File: src/rtl/cmd_timeout_guard_if.sv
// cmd_intf: one-cycle sel/ack command bus between the FMC bridge and its targets.
// mst drives the request; slv answers with rdata/ack.
interface cmd_intf #(
  parameter int ADDR_BITS = 24,
  parameter int DATA_BITS = 32
);
  logic                 sel;
  logic                 rd_wr_n;
  logic [ADDR_BITS-1:0] byte_addr;
  logic [DATA_BITS-1:0] wdata;
  logic [DATA_BITS-1:0] rdata;
  logic                 ack;

  modport mst (
    output sel, rd_wr_n, byte_addr, wdata,
    input  rdata, ack
  );

  modport slv (
    input  sel, rd_wr_n, byte_addr, wdata,
    output rdata, ack
  );
endinterface

File: src/rtl/cmd_timeout_guard.sv
// cmd_timeout_guard: forwards cmd_intf requests and guarantees an upstream ack,
// synthesizing an error ack when the target stays silent too long.
module cmd_timeout_guard #(
  parameter int                   ADDR_BITS      = 24,
  parameter int                   DATA_BITS      = 32,
  parameter int                   TIMEOUT_CYCLES = 256,
  parameter logic [DATA_BITS-1:0] ERR_RDATA      = 32'hDEAD_BEEF,
  parameter int                   CNT_BITS       = 16
) (
  input  logic                i_sys_clk,
  input  logic                i_sys_rst_n,
  cmd_intf.slv                i_cmd,
  cmd_intf.mst                o_cmd,
  input  logic                i_clr_count,
  output logic [CNT_BITS-1:0] o_timeout_count,
  output logic                o_timeout,
  output logic                o_stray_ack,
  output logic                o_proto_err
);

  localparam int WW = (TIMEOUT_CYCLES > 2) ? $clog2(TIMEOUT_CYCLES) : 1;
  localparam logic [WW-1:0] LAST = WW'(TIMEOUT_CYCLES - 1);

  typedef enum logic {
    IDLE,
    WAIT
  } state_t;

  state_t               state_q, state_d;
  logic [WW-1:0]        wcnt_q, wcnt_d;
  logic                 osel_q, osel_d;
  logic                 rw_q, rw_d;
  logic [ADDR_BITS-1:0] addr_q, addr_d;
  logic [DATA_BITS-1:0] wdata_q, wdata_d;
  logic [DATA_BITS-1:0] rdata_q, rdata_d;
  logic                 ack_q, ack_d;
  logic                 tmo_q, tmo_d;
  logic                 stray_q, stray_d;
  logic                 proto_q, proto_d;
  logic [CNT_BITS-1:0]  cnt_q, cnt_d;

  always_ff @(posedge i_sys_clk or negedge i_sys_rst_n) begin
    if (!i_sys_rst_n) begin
      state_q <= IDLE;
      wcnt_q  <= '0;
      osel_q  <= 1'b0;
      rw_q    <= 1'b0;
      addr_q  <= '0;
      wdata_q <= '0;
      rdata_q <= '0;
      ack_q   <= 1'b0;
      tmo_q   <= 1'b0;
      stray_q <= 1'b0;
      proto_q <= 1'b0;
      cnt_q   <= '0;
    end else begin
      state_q <= state_d;
      wcnt_q  <= wcnt_d;
      osel_q  <= osel_d;
      rw_q    <= rw_d;
      addr_q  <= addr_d;
      wdata_q <= wdata_d;
      rdata_q <= rdata_d;
      ack_q   <= ack_d;
      tmo_q   <= tmo_d;
      stray_q <= stray_d;
      proto_q <= proto_d;
      cnt_q   <= cnt_d;
    end
  end

  always_comb begin
    state_d = state_q;
    wcnt_d  = wcnt_q;
    osel_d  = 1'b0;
    rw_d    = rw_q;
    addr_d  = addr_q;
    wdata_d = wdata_q;
    rdata_d = rdata_q;
    ack_d   = 1'b0;
    tmo_d   = 1'b0;
    stray_d = 1'b0;
    proto_d = 1'b0;
    cnt_d   = cnt_q;
    unique case (state_q)
      IDLE: begin
        stray_d = o_cmd.ack;
        if (i_cmd.sel) begin
          rw_d    = i_cmd.rd_wr_n;
          addr_d  = i_cmd.byte_addr;
          wdata_d = i_cmd.wdata;
          osel_d  = 1'b1;
          wcnt_d  = '0;
          state_d = WAIT;
        end
      end
      WAIT: begin
        proto_d = i_cmd.sel;
        if (o_cmd.ack) begin
          ack_d   = 1'b1;
          rdata_d = o_cmd.rdata;
          state_d = IDLE;
        end else if (wcnt_q == LAST) begin
          ack_d   = 1'b1;
          rdata_d = ERR_RDATA;
          tmo_d   = 1'b1;
          state_d = IDLE;
          if (cnt_q != '1) cnt_d = cnt_q + 1'b1;
        end else begin
          wcnt_d = wcnt_q + 1'b1;
        end
      end
      default: state_d = IDLE;
    endcase
    // clear beats a coincident increment
    if (i_clr_count) cnt_d = '0;
  end

  assign o_cmd.sel       = osel_q;
  assign o_cmd.rd_wr_n   = rw_q;
  assign o_cmd.byte_addr = addr_q;
  assign o_cmd.wdata     = wdata_q;
  assign i_cmd.rdata     = rdata_q;
  assign i_cmd.ack       = ack_q;
  assign o_timeout_count = cnt_q;
  assign o_timeout       = tmo_q;
  assign o_stray_ack     = stray_q;
  assign o_proto_err     = proto_q;

endmodule

File: src/flat_wrapper.sv
// flat-port wrapper written by rule: the top's interface ports become plain ports
module cmd_timeout_guard_flat 
#(
  parameter int                   ADDR_BITS      = 24,
  parameter int                   DATA_BITS      = 32,
  parameter int                   TIMEOUT_CYCLES = 256,
  parameter logic [DATA_BITS-1:0] ERR_RDATA      = 32'hDEAD_BEEF,
  parameter int                   CNT_BITS       = 16
)
  (i_sys_clk, i_sys_rst_n, i_clr_count, o_timeout_count, o_timeout, o_stray_ack, o_proto_err, i_cmd_sel, i_cmd_rd_wr_n, i_cmd_byte_addr, i_cmd_wdata, i_cmd_rdata, i_cmd_ack, o_cmd_sel, o_cmd_rd_wr_n, o_cmd_byte_addr, o_cmd_wdata, o_cmd_rdata, o_cmd_ack);
  cmd_intf #(.ADDR_BITS(ADDR_BITS), .DATA_BITS(DATA_BITS)) i_cmd_i ();
  cmd_intf #(.ADDR_BITS(ADDR_BITS), .DATA_BITS(DATA_BITS)) o_cmd_i ();
  input  logic i_sys_clk;
  input  logic i_sys_rst_n;
  input  logic i_clr_count;
  output logic [CNT_BITS-1:0] o_timeout_count;
  output logic o_timeout;
  output logic o_stray_ack;
  output logic o_proto_err;
  input wire logic [$bits(i_cmd_i.sel)-1:0] i_cmd_sel;
  input wire logic [$bits(i_cmd_i.rd_wr_n)-1:0] i_cmd_rd_wr_n;
  input wire logic [$bits(i_cmd_i.byte_addr)-1:0] i_cmd_byte_addr;
  input wire logic [$bits(i_cmd_i.wdata)-1:0] i_cmd_wdata;
  output wire logic [$bits(i_cmd_i.rdata)-1:0] i_cmd_rdata;
  output wire logic [$bits(i_cmd_i.ack)-1:0] i_cmd_ack;
  output wire logic [$bits(o_cmd_i.sel)-1:0] o_cmd_sel;
  output wire logic [$bits(o_cmd_i.rd_wr_n)-1:0] o_cmd_rd_wr_n;
  output wire logic [$bits(o_cmd_i.byte_addr)-1:0] o_cmd_byte_addr;
  output wire logic [$bits(o_cmd_i.wdata)-1:0] o_cmd_wdata;
  input wire logic [$bits(o_cmd_i.rdata)-1:0] o_cmd_rdata;
  input wire logic [$bits(o_cmd_i.ack)-1:0] o_cmd_ack;
  assign i_cmd_i.sel = i_cmd_sel;
  assign i_cmd_i.rd_wr_n = i_cmd_rd_wr_n;
  assign i_cmd_i.byte_addr = i_cmd_byte_addr;
  assign i_cmd_i.wdata = i_cmd_wdata;
  assign i_cmd_rdata = i_cmd_i.rdata;
  assign i_cmd_ack = i_cmd_i.ack;
  assign o_cmd_sel = o_cmd_i.sel;
  assign o_cmd_rd_wr_n = o_cmd_i.rd_wr_n;
  assign o_cmd_byte_addr = o_cmd_i.byte_addr;
  assign o_cmd_wdata = o_cmd_i.wdata;
  assign o_cmd_i.rdata = o_cmd_rdata;
  assign o_cmd_i.ack = o_cmd_ack;
  cmd_timeout_guard #(.ADDR_BITS(ADDR_BITS), .DATA_BITS(DATA_BITS), .TIMEOUT_CYCLES(TIMEOUT_CYCLES), .ERR_RDATA(ERR_RDATA), .CNT_BITS(CNT_BITS)) u_core (.i_sys_clk(i_sys_clk), .i_sys_rst_n(i_sys_rst_n), .i_cmd(i_cmd_i), .o_cmd(o_cmd_i), .i_clr_count(i_clr_count), .o_timeout_count(o_timeout_count), .o_timeout(o_timeout), .o_stray_ack(o_stray_ack), .o_proto_err(o_proto_err));
endmodule
File: config.mk
export PLATFORM = sky130hd
export DESIGN_NAME = cmd_timeout_guard_flat
export DESIGN_NICKNAME = d
export VERILOG_FILES = /design/src/rtl/cmd_timeout_guard_if.sv /design/src/rtl/cmd_timeout_guard.sv /design/src/flat_wrapper.sv
export SDC_FILE = /design/constraint.sdc
export NUM_CORES = 1
export LEC_CHECK = 0
export ABC_AREA = 1
export BUFFER_PORTS_ARGS = -buffer_cell sky130_fd_sc_hd__buf_2
export CORE_MARGIN = 2
export CORE_UTILIZATION = 49
export CTS_BUF_LIST = sky130_fd_sc_hd__clkbuf_16
export CTS_CLUSTER_SIZE = 8
export DETAILED_ROUTE_END_ITERATION = 8
export GPL_ROUTABILITY_DRIVEN = 0
export MAX_ROUTING_LAYER = met4
export PLACE_DENSITY = 0.8
export SYNTH_ARGS = -nofsm -noshare
export SYNTH_HDL_FRONTEND = slang
export SYNTH_SLANG_ARGS = --single-unit
File: constraint.sdc
create_clock -name i_sys_clk -period 1.8 [get_ports i_sys_clk]
set_input_delay 0.18 -clock i_sys_clk [delete_from_list [all_inputs] [get_ports i_sys_clk]]
set_output_delay 0.18 -clock i_sys_clk [all_outputs]
set_load 0.05 [all_outputs]
Yosys cells after proc, flatten, opt, wreduce, memory -nomap -nowiden
Cells that the tools add are included.

Bits in registers: 119. Bits of input ports: 94. Word-level logic and storage cells: 52.

Add/sub/neg operators: 2. Equality and inequality tests: 6. Multiplexer cells: 23. Bitwise operators: 1. Reductions and logical operators: 8.

Operators by type and width (number): $mux 16 (5); $mux 32 (2); $mux 8 (3); $add 16x1->16 const B (1); $ne 16x16->1 const B (1); $pmux 8 s2 (1); $mux 1 (11); $add 8x1->8 const B (1); $eq 8x8->1 const B (1); $ne 2x2->1 const B (4); $reduce_bool 2->1 (4); $reduce_and 2->1 (2); $reduce_and 4->1 (1); $reduce_and 3->1 (1); $pmux 1 s2 (1); $not 1->1 (1).

Depth between registers and ports, before layout
Gate-level depths: netlist of run 1.

Word-level depth: 6. Gate-level depth with buffers: 10. Mapped depth without buffers: 9.

Least setup slack after synthesis of run 1
Ideal clock, no wire load.

Kind: reg2reg. Start point: register u_core.cnt_q[1] (netlist: u_core.o_timeout_count[1]). End point: register u_core.cnt_q[2] (netlist: u_core.o_timeout_count[2]). Setup time: 0.066 ns. Arrival time: 1.692 ns. Required time: 1.734 ns. Slack: 0.042 ns. Stages on the path, launching flop included: 10. Path buffers: 0. Clock period less this slack: 1.758 ns. Cell sequence: dfrtp_1 ha_1 nand2_1 nor2_1 nand2_1 nor2_1 nor2_2 nor2_4 nand2_1 nand2_1.

Word-level cells in the longest chain between the ends: 6.

RTL lines: start, declared (line cmd_timeout_guard.sv:40) `logic [CNT_BITS-1:0] cnt_q, cnt_d;`; start signal, assigned (line cmd_timeout_guard.sv:68) `cnt_q <= cnt_d;`; $add 16x1->16 (line cmd_timeout_guard.sv:108) `if (cnt_q != '1) cnt_d = cnt_q + 1'b1;`; $mux 16 (line cmd_timeout_guard.sv:108); $mux 16 (line cmd_timeout_guard.sv:103) `end else if (wcnt_q == LAST) begin`; $mux 16 (line cmd_timeout_guard.sv:99) `if (o_cmd.ack) begin`; $mux 16 (line cmd_timeout_guard.sv:85) `unique case (state_q)`; $mux 16 (line cmd_timeout_guard.sv:116) `if (i_clr_count) cnt_d = '0;`.

Several ways; a longest one is shown, not always the timed one. The select of a mux whose other input is x is not followed. A chain may end at the register's enable or synchronous reset.

Worst setup path in the final report of run 1
Start point: register u_core.wcnt_q[0]. End point: register u_core.cnt_q[1] (netlist: u_core.o_timeout_count[1]).

Word-level cells in the longest chain between the ends: 3.

RTL lines: start, declared (line cmd_timeout_guard.sv:30) `logic [WW-1:0] wcnt_q, wcnt_d;`; start signal, assigned (line cmd_timeout_guard.sv:58) `wcnt_q <= wcnt_d;`; $eq 8x8->1 (line cmd_timeout_guard.sv:103); $reduce_bool 2->1 (no line); $reduce_and 4->1 (no line).

Every way passes these cells.

==> results of run 1 <==
report_power, final:
part	internal (mW)	total, mW	switching (mW)	leakage [nW]
clock	2.29	3.50	1.20	0.293
combinational	0.768	3.14	2.38	2.26
sequential	3.14	3.44	0.292	1.47
total	6.21	10.1	3.87	4.02
registers in the layout, indices dropped and copies added (netlist names):
signal,count
u_core.o_cmd.wdata,32
u_core.o_cmd.byte_addr,24
u_core.state_q,1
u_core.o_cmd.rd_wr_n,1
u_core.i_cmd.ack,1
u_core.o_timeout_count,16
u_core.o_timeout,1
u_core.o_proto_err,1
u_core.i_cmd.rdata,32
u_core.wcnt_q,8
u_core.o_cmd.sel,1
u_core.o_stray_ack,1
final timing paths:
kind	depth (start not counted)	endpoint	slack (ns)
worst max-delay path	9	u_core.o_timeout_count[1]	0.18
max in group asynchronous	3	u_core.i_cmd.rdata[27]	0.97
worst min register to register	2	u_core.o_cmd.byte_addr[11]	0.47
min in group asynchronous	2	u_core.o_timeout_count[7]	0.26
worst max register to register	9	u_core.o_timeout_count[1]	0.18
worst min-delay path	3	u_core.i_cmd.rdata[18]	0.01
area by class of cell:
type,count,area [um^2],area share [%]
clock inverter,15,188,2.49
sequential,119,2980,39.5
clock buffer,17,425,5.64
inverter,30,119,1.58
multi-input combinational,422,1940,25.8
tap,136,170,2.26
timing repair buffer,271,1720,22.8
kinds of logic (layout without fill, tap and decap cells):
family	count (synthesis)	in the layout	synth area share, %
xor+xnor	8	8	1.36
flops	119	119	57.6
buf+inv	49	333	4.89
fa+ha+maj	2	2	0.484
compound gates	30	30	3.73
simple gates	382	382	32.0
routing by layer:
metal | wire [um] | track usage [%] | up-vias
met2 | 7290 | 43.9 | 236
met5 | 0 | - | -
li1 | - | - | 2374
met3 | 1100 | 6.87 | 38
met1 | 5790 | 31.8 | 2373
met4 | 331 | 10.3 | 0
timing repair:
| action | CTS | global route |
|---|---|---|
| hold buffers | 61 | 0 |
| endpoints found under the setup margin | 0 | 2 |
| hold endpoints to repair | 91 | 0 |
| resized for setup | 0 | 1 |
placed cells by master, fill, tap and decap left out, drive strengths merged:
cell type	netlist	layout
nand2	245	245
buf	12	210
dfrtp	119	119
nor2	102	102
dlygate4sd3	0	61
nand3	30	30
inv	28	30
clkbuf	7	17
o21ai	15	15
xor2	8	8
a22o	8	8
clkinv	2	7
a21oi	6	6
nand4	4	4
bufinv	0	4
clkinvlp	0	4
ha	2	2
o21bai	1	1
nand3b	1	1
critical path, stage by stage, from the launching register on:
cell and delay (ns):
dfrtp_1 0.40, ha_1 0.21, nand2_2 0.10, nor2_4 0.14, nand3_2 0.12, clkinv_2 0.08
nand2_2 0.16, nor2_2 0.21, nand2_1 0.08, nand2_1 0.07
metrics by stage:
step                cell area (um^2)  hold slack, ns  utilization (%)
floorplan                       5170          -0.116                -
global placement                6320           0.145             61.5
detailed placement              6320           0.145             61.5
CTS                             7540         0.00170             73.4
global route                    7540         0.00150             73.4
finish                          7540          0.0112             73.4
==> impl_metrics.toml, run 1 <==
[critical_path]
required_ns = 2.14
crit_start = "u_core.wcnt_q[0]"
reg2reg_from = "u_core.wcnt_q[0]"
critPathLaunchType = "flop"
worstSetupPathType = "flop to flop"
critPathMaxFanout = 12
cp-end-kind = "flop"
arrival_ns = 1.96

[final_layout]
nNetsFinal = 957
n_fill_cell = 723
diodes = 0
final_cells = 1010
drive_gt1_share_pct = 35.0
synthToLayoutAreaGrowth_pct = 45.9

[job]
drv_cap = 0

[timing]
maxSlewViolCount = 0
fin_crit_sh_pct = 89.9
finClkSkew_ns = 0.00894
fin_ws_ns = 0.182
tns_ns = 0
worst_slew_pin_slew_ns = 0.515
hold_viol = 0
rsz0062_at_grt = "false"
post-route-min-period_ns = 1.62
relSlewSlack_pct = 65.7
fmax_mhz = 618
finalSetupViolCount = 0

[drt]
wl_per_cell_um = 14.4
drc = 0
drtIter0Drc = 364
ant_nets = 0
wl_mm = 14.5
via_per_inst = 4.97
dr.pass1.iters = 7
vias = 5021

[synthesis]
synthCells = 590
synth.distinct_cells = 28
yosysTopAreaCellShare_pct = 57.6
ys.flop_type = "dfrtp_1"
yosysSeqAreaShare_pct = 57.6
synth.ff_latch_count = 119
synth_top_cell_by_area = "dfrtp_1"
syn_nets = 686
synth_most_common_cell = "nand2_1"
yosysWarnings = 0
avgSynthCellArea_um2 = 8.76
async_flop_share_pct = 100
synth-edff-count = 0
netlist_top_cells_count = "237 x nand2_1, 119 x dfrtp_1, 57 x nor2_1"
netlist_area_mm2 = 0.00517
synthTopCellsByArea = "dfrtp_1 58%, nand2_1 17%, nor2_2 5.0%"

[grt]
grt.overflow.total = 0
grt_pass1_vias = 5030
grt_use_total_pct = 26.7
antenna_found_initial = 0
grt_pass1_wl_mm = 23.3
grt_max_degree = 59

[clock_network]
numClockSinks = 119
cts_setup_buffers = 0
cts_htree_levels = 4
tritoncts = "built"
root_buffer = "clkbuf_16"
clk_latency_ns = 0.41
cts_buffers = 17
cts_buffer_depth = 2
clkTransAtPathRegs_ns = 0.05

[run_status]
run_status = "complete, no violations"

[power]
fin_total_pwr_mw = 10.1
max-vdd-ir-drop_v = 0.000842
p_leak_nw = 4.02
cellPowerDensity_mw_per_mm2 = 1340

[place]
port_buffers = 203
pre_cts_ws_ns = 0.135
dpl.hpwl_mm = 8.95
dp.cells = 917

[die]
initial_utilization_pct = 50.3
rows = 37
die_h_um = 107
io_pins = 204
core_mm2 = 0.0103
die_area_mm2 = 0.0114
die_w_um = 107

[hold_path]
hold_path_class = "input port to flop"
holdCritStartpoint = "o_cmd_rdata[18]"
Power figures use the tool's default switching activity.
==> run 2, diff against run 1 <==
- CORE_UTILIZATION: 49 -> 50
- CTS_BUF_LIST: sky130_fd_sc_hd__clkbuf_16 -> sky130_fd_sc_hd__clkbuf_8
- PLACE_DENSITY: 0.8 -> 0.82
==> run 2 against run 1 <==
Effect of this change: highest routed layer unchanged; cell area is 0.93% higher; critical path type unchanged; clock power shrank 30%; non-clock buffer count up 30; count of clock-buffer cells in the layout rose by 2; clock skew grew 0.00086 ns; first-iteration DRC count decreased by 12%; power fell by 9.4%; fmax down 1.2%; wire length is 9.9% higher; global-route usage grew 3.3 points; worst setup slack lost 0.019 ns.
==> impl_metrics.toml, run 2 (synthesis gave the netlist of run 1 again) <==
[run_status]
run_status = "complete, no violations"

[drt]
wl_mm = 16.0
wl_per_cell_um = 15.4
dr.pass1.iters = 5
drc = 0
ant_nets = 0
vias = 5296
via_per_inst = 5.10
drtIter0Drc = 319

[critical_path]
critPathLaunchType = "flop"
cp-end-kind = "flop"
slowest_stage = "dfrtp_1"
path_cells = "ha_1 -> nand3_2 -> nor2_2 -> nand2_1 -> nand2_2 -> nor2_2 -> nand2_1 -> nand2_1"
critPathMaxFanout = 12
worstSetupPathType = "flop to flop"
regToRegSetupSlack_ns = 0.16
required_ns = 2.12
cpMostUsedCell = "nand2_1"
slowest_delay_ns = 0.42
arrival_ns = 1.96

[clock_network]
cts_buffers = 17
clkTransAtPathRegs_ns = 0.06
cts_htree_levels = 4
cts_setup_buffers = 0
numClockSinks = 119
clk_latency_ns = 0.44
tritoncts = "built"
root_buffer = "clkbuf_8"
cts_buffer_depth = 2

[die]
core_mm2 = 0.0102
io_pins = 204
rows = 37
die_h_um = 106
die_w_um = 106
initial_utilization_pct = 50.8
die_area_mm2 = 0.0112

[timing]
finClkSkew_ns = 0.00980
tns_ns = 0
finalSetupViolCount = 0
maxSlewViolCount = 0
worst_slew_pin_slew_ns = 0.638
holdWs_ns = 0.0446
fin_crit_sh_pct = 91.0
hold_viol = 0
post-route-min-period_ns = 1.64
fin_ws_ns = 0.162
relSlewSlack_pct = 57.5
fmax_mhz = 611

[final_layout]
mostFrequentLayoutCell = "nand2_1"
final_cell_area_mm2 = 0.00761
n_fill_cell = 687
drive_gt1_share_pct = 33.9
nNetsFinal = 987
mostFrequentLayoutCells = "237 x nand2_1, 202 x buf_2, 119 x dfrtp_1, 91 x dlygate4sd3_1, 56 x nor2_1"
synthToLayoutAreaGrowth_pct = 47.2
diodes = 0

[power]
cellPowerDensity_mw_per_mm2 = 1200
max-vdd-ir-drop_v = 0.000829
p_leak_nw = 4.06

[place]
port_buffers = 203
post_dp_cell_area_mm2 = 0.00630
dpl.hpwl_mm = 8.73
pre_cts_ws_ns = 0.175

[grt]
grt_use_total_pct = 30.0
grt_pass1_wl_mm = 25.5
grt_max_degree = 120
grt.overflow.total = 0
antenna_found_initial = 0
grt_pass1_vias = 5387

[hold_path]
hold_path_class = "input port to flop"

[job]
drv_cap = 0
==> run 2: area by class of cell <==
type,instances,area [um^2],area share (%)
clock buffer,19,262,3.44
clock inverter,11,134,1.76
inverter,30,119,1.56
multi-input combinational,422,1940,25.5
sequential,119,2980,39.1
tap,136,170,2.24
timing repair buffer,301,2010,26.4
==> run 2: power by group <==
part / switching, mW / total (mW) / internal [mW]
combinational: 2.42 / 3.22 / 0.809
sequential: 0.308 / 3.45 / 3.14
clock: 1.05 / 2.46 / 1.41
==> run 2: stage by stage <==
step,total power [mW],std cells,utilization (%)
CTS,9.07,1038,74.7
detailed placement,6.46,917,61.9
finish,9.13,1038,74.7
global route,9.48,1038,74.7
floorplan,5.66,590,-
global placement,6.39,917,61.9
==> run 2: worst paths after layout <==
path | from | end | cells after the start
max reg2reg | u_core.o_timeout_count[1] | u_core.o_timeout_count[1] | 8
max in group asynchronous | i_sys_rst_n | u_core.o_timeout_count[5] | 3
min in group asynchronous | i_sys_rst_n | u_core.o_cmd.wdata[21] | 3
min reg2reg | u_core.o_cmd.wdata[11] | u_core.o_cmd.wdata[11] | 2
max | u_core.o_timeout_count[1] | u_core.o_timeout_count[1] | 8
min | o_cmd_ack | u_core.o_stray_ack | 3
==> run 2: metal layers <==
layer  vias to the layer above  GRT usage [%]  routed length [um]
met5                         -              -                   0
met4                         0           13.1                 575
met3                        55           6.56                1210
met2                       302           50.7                8130
met1                      2512           34.3                6040
li1                       2427              -                   -
==> run 2: worst max-delay path: cells and delay by family (launching register included) <==
family / cells / cell delay (ns)
and+or+nand+nor: 7 / 0.85
DFF: 1 / 0.42
adders and majority gates: 1 / 0.25
==> run 2: timing repair <==
item                                    4_1_cts  5_1_grt
resized for setup                             0        1
hold buffers                                 91        0
endpoints found under the hold margin       209        0
endpoints found under the setup margin        0        4
==> run 3, diff against run 2 <==
- REMOVE_ABC_BUFFERS: default -> 1
==> run 3 against run 2 <==
Effect of this change: cell area is 0.69% higher; count of clock-buffer cells in the layout shrank 2; via count rose by 0.87%; non-clock buffer count is 1 higher; highest routed layer unchanged; die area unchanged; cell count is 0.29% higher; wire length increased by 4.0%; critical path depth rose by 1; critical path type unchanged.
==> impl_metrics.toml, run 3 (synthesis gave the netlist of run 1 again) <==
[run_status]
run_status = "complete, no violations"

[critical_path]
slowest_delay_ns = 0.42
cp-end-kind = "flop"
worstSetupPathType = "flop to flop"
path_cells = "ha_1 -> nand2_2 -> nor2_4 -> nand2_2 -> nand2_1 -> nand2_2 -> inv_2 -> nor2_1 -> nor2_1"
required_ns = 2.13
critPathMaxFanout = 8
slowest_stage = "dfrtp_1"
critPathLaunchType = "flop"
arrival_ns = 1.97
cpMostUsedCell = "nand2_2"

[clock_network]
cts_htree_levels = 4
root_buffer = "clkbuf_8"
cts_buffers = 17
numClockSinks = 119
tritoncts = "built"
clk_latency_ns = 0.43
clkTransAtPathRegs_ns = 0.07
cts_buffer_depth = 2

[final_layout]
synthToLayoutAreaGrowth_pct = 48.2
mostFrequentLayoutCells = "237 x nand2_1, 202 x buf_2, 119 x dfrtp_1, 90 x dlygate4sd3_1, 56 x nor2_1"
diodes = 0
nNetsFinal = 988
drive_gt1_share_pct = 34.5
utilization_pct = 75.3
mostFrequentLayoutCell = "nand2_1"
final_cells = 1041

[job]
drv_cap = 0

[place]
dp.cells = 919
port_buffers = 203
dpl.hpwl_mm = 9.59

[grt]
met3_usage_pct = 6.80
grt_use_total_pct = 31.5
antenna_found_initial = 0
grt.overflow.total = 0
grt_pass1_wl_mm = 26.8
use_met1_pct = 37.2
grt_pass1_vias = 5472
top_usage_layer = "met2"
grt_max_degree = 59
gr-usage-met2_pct = 51.7

[die]
die_area_mm2 = 0.0112
core_mm2 = 0.0102
die_h_um = 106
io_pins = 204
die_w_um = 106
initial_utilization_pct = 50.8
rows = 37

[timing]
finalSetupViolCount = 0
finClkSkew_ns = 0.0190
hold_viol = 0
post-route-min-period_ns = 1.64
fin_crit_sh_pct = 91.2
maxSlewViolCount = 0
rsz0062_at_grt = "false"
relSlewSlack_pct = 67.9
fmax_mhz = 609
worst_slew_pin_slew_ns = 0.481

[drt]
drc = 0
ant_nets = 0
vias = 5342
wl_per_cell_um = 15.9
drtIter0Drc = 359
via_per_inst = 5.13
wl_mm = 16.6
dr.pass1.iters = 6

[power]
p_leak_nw = 4.07
max-vdd-ir-drop_v = 0.000748
cellPowerDensity_mw_per_mm2 = 1210

[hold_path]
hold_path_class = "input port to flop"
run 3: cell count changes in the layout (fill, tap and decap cells not counted), sizes merged:
cell         delta
dlygate4sd3     -1
inv             +1
clkinv          +1
clkinvlp        +2
clkbuf          -2
buf             +2
run 3: metrics by stage:
stage,total power [mW],cell area [um^2],hold slack [ns],TNS (ns),setup slack (ns)
after floorplan,5.61,5040,-0.116,-26.42,-0.456
after global placement,6.41,6330,0.173,0,0.234
after detailed placement,6.49,6330,0.173,0,0.126
after CTS,9.16,7630,0.00307,0,0.0963
after global routing,9.63,7660,0.0106,0,0.0187
final,9.25,7660,0.0294,0,0.158
run 3: final cells by class:
class	instances	area, um^2
flip-flops and latches	119	2980
fillers	633	2520
repair buffers	302	2020
multi-input cells	422	1960
clock buffers	17	234
clock inverters	15	179
well taps	136	170
inverters	30	121
run 3: report_power, final:
part / total [mW] / switching (mW) / leakage [nW] / internal [mW]
Combinational: 3.26 / 2.45 / 2.39 / 0.814
Clock: 2.52 / 1.15 / 0.204 / 1.37
Sequential: 3.46 / 0.325 / 1.47 / 3.14
Total: 9.25 / 3.92 / 4.07 / 5.33
run 3: metal layers:
| layer | routed length (um) | vias up |
|---|---|---|
| met2 | 8380 | 316 |
| met1 | 6210 | 2529 |
| met4 | 669 | 0 |
| met5 | 0 | - |
| met3 | 1330 | 66 |
| li1 | - | 2431 |
run 3: path summary, 6_finish.rpt:
path / start / endpoint / slack [ns] / depth (start not counted)
min: o_cmd_rdata[19] / u_core.i_cmd.rdata[19] / 0.03 / 3
max in group asynchronous: i_sys_rst_n / u_core.o_cmd.byte_addr[17] / 0.97 / 3
max reg2reg: u_core.wcnt_q[0] / u_core.wcnt_q[4] / 0.16 / 9
min in group asynchronous: i_sys_rst_n / u_core.o_timeout_count[14] / 0.26 / 2
min reg2reg: u_core.o_cmd.wdata[3] / u_core.o_cmd.wdata[3] / 0.48 / 2
max: u_core.wcnt_q[0] / u_core.wcnt_q[4] / 0.16 / 9
run 3: timing repair:
action                                  in CTS  in global routing
resized for setup                            0                  6
setup buffers                                0                  0
endpoints found under the setup margin       0                  7
hold buffers                                89                  1
endpoints found under the hold margin      120                  1
run 3: worst max-delay path: cells and delay by family, from the launching register on:
family                   cells  cell delay [ns]
adder cells (fa/ha/maj)      1             0.23
AND/OR/NAND/NOR              7             0.77
flip-flops                   1             0.42
buffers and inverters        1             0.14
